===== config.mk =====
export PLATFORM = sky130hd
export DESIGN_NAME = ram_arbiter
export DESIGN_NICKNAME = d
export VERILOG_FILES = /design/src/rtl/ram_arbiter.sv
export SDC_FILE = /design/constraint.sdc
export NUM_CORES = 1
export LEC_CHECK = 0
export ABC_CLOCK_PERIOD_IN_PS = 2400
export BUFFER_PORTS_ARGS = -buffer_cell sky130_fd_sc_hd__buf_2
export CORE_MARGIN = 2
export CORE_UTILIZATION = 44
export DETAILED_ROUTE_END_ITERATION = 7
export HOLD_SLACK_MARGIN = 0.05
export PLACE_DENSITY = 0.78
export SLEW_MARGIN = 20
export SYNTH_ARGS = -nofsm -noshare
export SYNTH_HDL_FRONTEND = slang
export SYNTH_SLANG_ARGS = --single-unit

===== constraint.sdc =====
create_clock -name clk -period 2.4 [get_ports clk]
set_clock_uncertainty 0.15 [all_clocks]
set_input_delay 0.24 -clock clk [delete_from_list [all_inputs] [get_ports clk]]
set_output_delay 0.24 -clock clk [all_outputs]
set_load 0.05 [all_outputs]

===== src/rtl/ram_arbiter.sv =====
// Arbiter sharing the 4096x4 microcode RAM between the uP core (port C) and the debug/loader port (D).
// One registered access per cycle keeps adr/wrte/data stable over the whole enable window.
module ram_arbiter #(
  parameter int AW       = 12,
  parameter int DW       = 4,
  parameter bit PRIO_CPU = 1'b0,
  parameter int LOCK_MAX = 4
) (
  input  logic          clk,
  input  logic          reset,
  input  logic          c_req,
  input  logic          c_we,
  input  logic          c_lock,
  input  logic [AW-1:0] c_addr,
  input  logic [DW-1:0] c_wdata,
  output logic          c_gnt,
  output logic          c_rvalid,
  input  logic          d_req,
  input  logic          d_we,
  input  logic          d_lock,
  input  logic [AW-1:0] d_addr,
  input  logic [DW-1:0] d_wdata,
  output logic          d_gnt,
  output logic          d_rvalid,
  output logic [DW-1:0] rdata,
  output logic          ram_chips,
  output logic          ram_wrte,
  output logic [AW-1:0] ram_adr,
  output logic [DW-1:0] ram_dout,
  output logic          ram_drv,
  input  logic [DW-1:0] ram_din
);

  typedef enum logic {IDLE, ACC} state_e;
  typedef enum logic {SEL_C = 1'b0, SEL_D = 1'b1} sel_e;

  localparam logic [3:0] LOCK_LAST = 4'(LOCK_MAX - 1);

  state_e          state_q, state_d;
  sel_e            last_q, last_d;
  logic [3:0]      cnt_q, cnt_d;
  logic            grant, locked, own_req, own_lock, rd_done;
  logic            sel_we;
  logic [AW-1:0]   sel_addr;
  logic [DW-1:0]   sel_wdata;

  logic            c_gnt_q, d_gnt_q, c_rvalid_q, d_rvalid_q;
  logic            chips_q, wrte_q, drv_q;
  logic [AW-1:0]   adr_q;
  logic [DW-1:0]   dout_q, rdata_q;

  // last_q names the owner of the access currently on the RAM while in ACC.
  assign own_req  = (last_q == SEL_C) ? c_req  : d_req;
  assign own_lock = (last_q == SEL_C) ? c_lock : d_lock;
  assign locked   = (state_q == ACC) && own_req && own_lock && (cnt_q < LOCK_LAST);
  assign rd_done  = (state_q == ACC) && !wrte_q;

  always_comb begin
    // NOTE: every signal gets a default first so no path leaves it unassigned (no latch).
    grant   = 1'b0;
    last_d  = last_q;
    cnt_d   = cnt_q;
    state_d = IDLE;
    if (locked) begin
      grant = 1'b1;
      cnt_d = cnt_q + 4'd1;
    end else if (c_req && d_req) begin
      grant  = 1'b1;
      last_d = PRIO_CPU ? SEL_C : ((last_q == SEL_C) ? SEL_D : SEL_C);
    end else if (c_req || d_req) begin
      grant  = 1'b1;
      last_d = c_req ? SEL_C : SEL_D;
    end
    if (grant && !locked && (last_d != last_q)) cnt_d = '0;
    if (grant) state_d = ACC;
  end

  assign sel_we    = (last_d == SEL_C) ? c_we    : d_we;
  assign sel_addr  = (last_d == SEL_C) ? c_addr  : d_addr;
  assign sel_wdata = (last_d == SEL_C) ? c_wdata : d_wdata;

  always_ff @(posedge clk or negedge reset) begin
    if (!reset) begin
      state_q    <= IDLE;
      last_q     <= SEL_D;
      cnt_q      <= '0;
      c_gnt_q    <= 1'b0;
      d_gnt_q    <= 1'b0;
      c_rvalid_q <= 1'b0;
      d_rvalid_q <= 1'b0;
      chips_q    <= 1'b0;
      wrte_q     <= 1'b0;
      drv_q      <= 1'b0;
      adr_q      <= '0;
      dout_q     <= '0;
      rdata_q    <= '0;
    end else begin
      // NOTE: non-blocking assignments so every register samples pre-edge values.
      state_q    <= state_d;
      last_q     <= last_d;
      cnt_q      <= cnt_d;
      c_gnt_q    <= grant && (last_d == SEL_C);
      d_gnt_q    <= grant && (last_d == SEL_D);
      chips_q    <= grant;
      wrte_q     <= grant && sel_we;
      drv_q      <= grant && sel_we;
      if (grant) begin
        adr_q  <= sel_addr;
        dout_q <= sel_wdata;
      end
      // A read completes at the end of its ACC cycle; its data lands with the next grant.
      c_rvalid_q <= rd_done && (last_q == SEL_C);
      d_rvalid_q <= rd_done && (last_q == SEL_D);
      if (rd_done) rdata_q <= ram_din;
    end
  end

  assign c_gnt     = c_gnt_q;
  assign d_gnt     = d_gnt_q;
  assign c_rvalid  = c_rvalid_q;
  assign d_rvalid  = d_rvalid_q;
  assign rdata     = rdata_q;
  assign ram_chips = chips_q;
  assign ram_wrte  = wrte_q;
  assign ram_adr   = adr_q;
  assign ram_dout  = dout_q;
  assign ram_drv   = drv_q;

endmodule


==> results.yml <==
worst_setup_path:
  rr_worst_depth: 5
  worstPathArrival_ns: 2.35
  cp_data_required_time_ns: 2.49
  end_kind: "flip-flop"
  max_stage_delay_ns: 0.43
  path_cells: "ha_1, nor4b_4, a41o_2, a2bb2oi_4, mux2i_1"
  slowest_stage: "a2bb2oi_4"
  cp_max_fo: 19
  crit_buf_inv: 0
  r2r_setup_slack_ns: 0.14
  r2r_start: "cnt_q[0]"
  crit_path_start_kind: "flip-flop"
  setup.worst_path.class: "reg2reg"
  r2r-end: "ram_drv"
  path_delay_family: "compound AO/OA/AOI/OAI gates"
route:
  drc: 0
  via_per_inst: 5.59
  drt-total-wl_mm: 3.80
  wire_per_inst_um: 15.3
  drt_first_pass_iters: 4
  first_iter_violations: 51
  ant_nets: 0
  vias: 1393
hold_path:
  whs_path_depth: 3
  hold_path.class: "in2reg"
  holdCritStartpoint: "d_addr[11]"
  whs_endpoint: "ram_adr[11]"
sta:
  fmax_mhz: 442
  finalSetupViolCount: 0
  max-slew-margin-rel: 0.335
  worstMarginPinSlew_ns: 0.996
  hold_viol: 0
  fin_crit_sh: 0.942
  finalSetupTns_ns: 0
  grt_setup_unrepaired: "no"
  drv_slew: 0
  fin_hold_ws_ns: 0.0824
  period_needed_ns: 2.26
clock_tree:
  clock-sinks: 31
  cts_tree: "done"
  clk_pin_slew_ns: 0.09
  cts_max_level: 2
  postCtsHoldBufs: 23
  cts_max_path_buffers: 2
  post_cts_resized: 0
  numCtsBuffers: 5
  cts-root-buf: "clkbuf_4"
  worstSkewPairLatency_ns: 0.33
  post-cts-setup-buffers: 0
floorplanning:
  core_um2: 3000
  initial_utilization: 0.457
  fp.dieW_um: 59.8
  fp.dieH_um: 59.8
  ios: 71
  num_rows: 20
  dieArea_um2: 3580
placement:
  dp.cells: 220
  dp_hpwl_mm: 2.43
  io_buffer_count: 70
  gp_congestion: 0.733
  post_dp_cell_area_um2: 1730
synthesis:
  synth.area.top_cells: "dfrtp_1, o22ai_1, o21ai_0, mux2_2, a2bb2oi_4"
  yosysTopAreaCell: "dfrtp_1"
  synth_fp_nets: 168
  synth_top_family_by_area: "compound AO/OA/AOI/OAI gates"
  synthMuxAreaShare: 0.0474
  syn_area_um2: 1370
  ys_types: 24
  synthFlopType: "dfrtp_1"
  async_flop_share: 1.00
  ys_seq_elements: 31
  postSynthCellCount: 123
  synth_seq_area_share: 0.567
  syn_avg_cell_area_um2: 11.1
  yosys_warnings: 0
  synth_commonest_cells: "o22ai_1, dfrtp_1, o21ai_0, inv_1, nand2_1"
  yosys.area_share.simple: 0.0675
  synth_compound_gate_area_share: 0.256
  synth.most_common_cell: "o22ai_1"
  synth_fa_ha_area_frac: 0.00912
  yosysTopAreaCellShare: 0.547
  synth_edf_count: 0
  synthXorXnorAreaFrac: 0
power_and_ir_drop:
  power_mw: 1.46
  cellLeakagePower_nw: 0.948
  power_density_nw_per_um2: 732
  max-vdd-ir-drop_v: 0.000473
global_route:
  grt_max_degree: 37
  grt_usage: 0.232
  grt_pass1_wl_mm: 6.01
  overflow: 0
  first_global_vias: 1333
  antenna_found_initial: 0
finish:
  area_growth_pct: 45.8
  fin_area_um2: 2000
  layoutNonFillerInstCount: 249
  drive_gt1_frac: 0.403
  antennaDiodeCount: 0
  fin_nets: 262
flow_run:
  cap_violations: 0
status:
  outcome: "complete, no violations"
[worst register-to-register path: stages (launching register included)]
cell and delay [ns]:
dfrtp_1 0.41, ha_1 0.23, nor4b_4 0.41, a41o_2 0.30, a2bb2oi_4 0.43, mux2i_1 0.25
[metrics by stage]
stage               utilization  setup WS (ns)
finish                    0.666          0.140
global route              0.666         0.0162
CTS                       0.666          0.141
detailed placement        0.575          0.163
global placement          0.575          0.275
floorplan                     -          0.383
[state kept, by name, summed over array words and instances, names as in the netlist]
signal / flops
ram_adr: 12
d_rvalid: 1
ram_chips: 1
last_q: 1
rdata: 4
c_gnt: 1
ram_drv: 1
d_gnt: 1
cnt_q: 4
c_rvalid: 1
ram_dout: 4
[metal layers]
| metal | part of all wire | track usage |
|---|---|---|
| met1 | 0.39 | 0.266 |
| met2 | 0.51 | 0.393 |
| met3 | 0.080 | 0.0866 |
| met4 | 0.020 | 0.0857 |
| met5 | 0 | 0 |
[cells by family (layout without fill, tap and decap cells)]
group,count (synthesis),after routing
DFF,31,31
muxes,6,6
buffers and inverters,14,107
adders and majority gates,1,1
AOI/OAI and AO/OA,56,56
and+or+nand+nor,15,15
[report_power, final]
part	switching, mW	internal (mW)	leakage, nW
clock	0.161	0.104	0.0242
combinational	0.380	0.172	0.558
sequential	0.0496	0.596	0.367
total	0.591	0.872	0.948
[layout by cell type, fill, tap and decap left out, types with 2 or more instances in the layout]
cell            n
nand2_1         5
nor2_1          2
dfrtp_1        30
inv_1           6
clkbuf_4        5
nand3_1         2
o22ai_1        33
buf_2          70
buf_4           2
mux2i_1         2
and2_1          2
dlygate4sd3_1  23
o21ai_0        18
mux2_2          4
a21oi_1         2
[final cells by class]
cell class / count / area (um^2)
fillers: 240 / 1000
inverters: 6 / 22.5
multi-input cells: 78 / 522
repair buffers: 95 / 596
well taps: 33 / 41.3
clock buffers: 6 / 41.3
flip-flops and latches: 31 / 777
[worst max-delay path by stage]
| stage | startpoint | endpoint | slack, ns | cells past startpoint |
|---|---|---|---|---|
| floorplan | ram_chips | ram_adr[10] | 0.38 | 5 |
| global placement | cnt_q[0] | ram_drv | 0.27 | 5 |
| detailed placement | cnt_q[0] | ram_drv | 0.16 | 5 |
| CTS | cnt_q[0] | ram_drv | 0.14 | 5 |
| global route | cnt_q[0] | ram_drv | 0.02 | 5 |
| finish | cnt_q[0] | ram_drv | 0.14 | 5 |
Power figures use the tool's default switching activity.
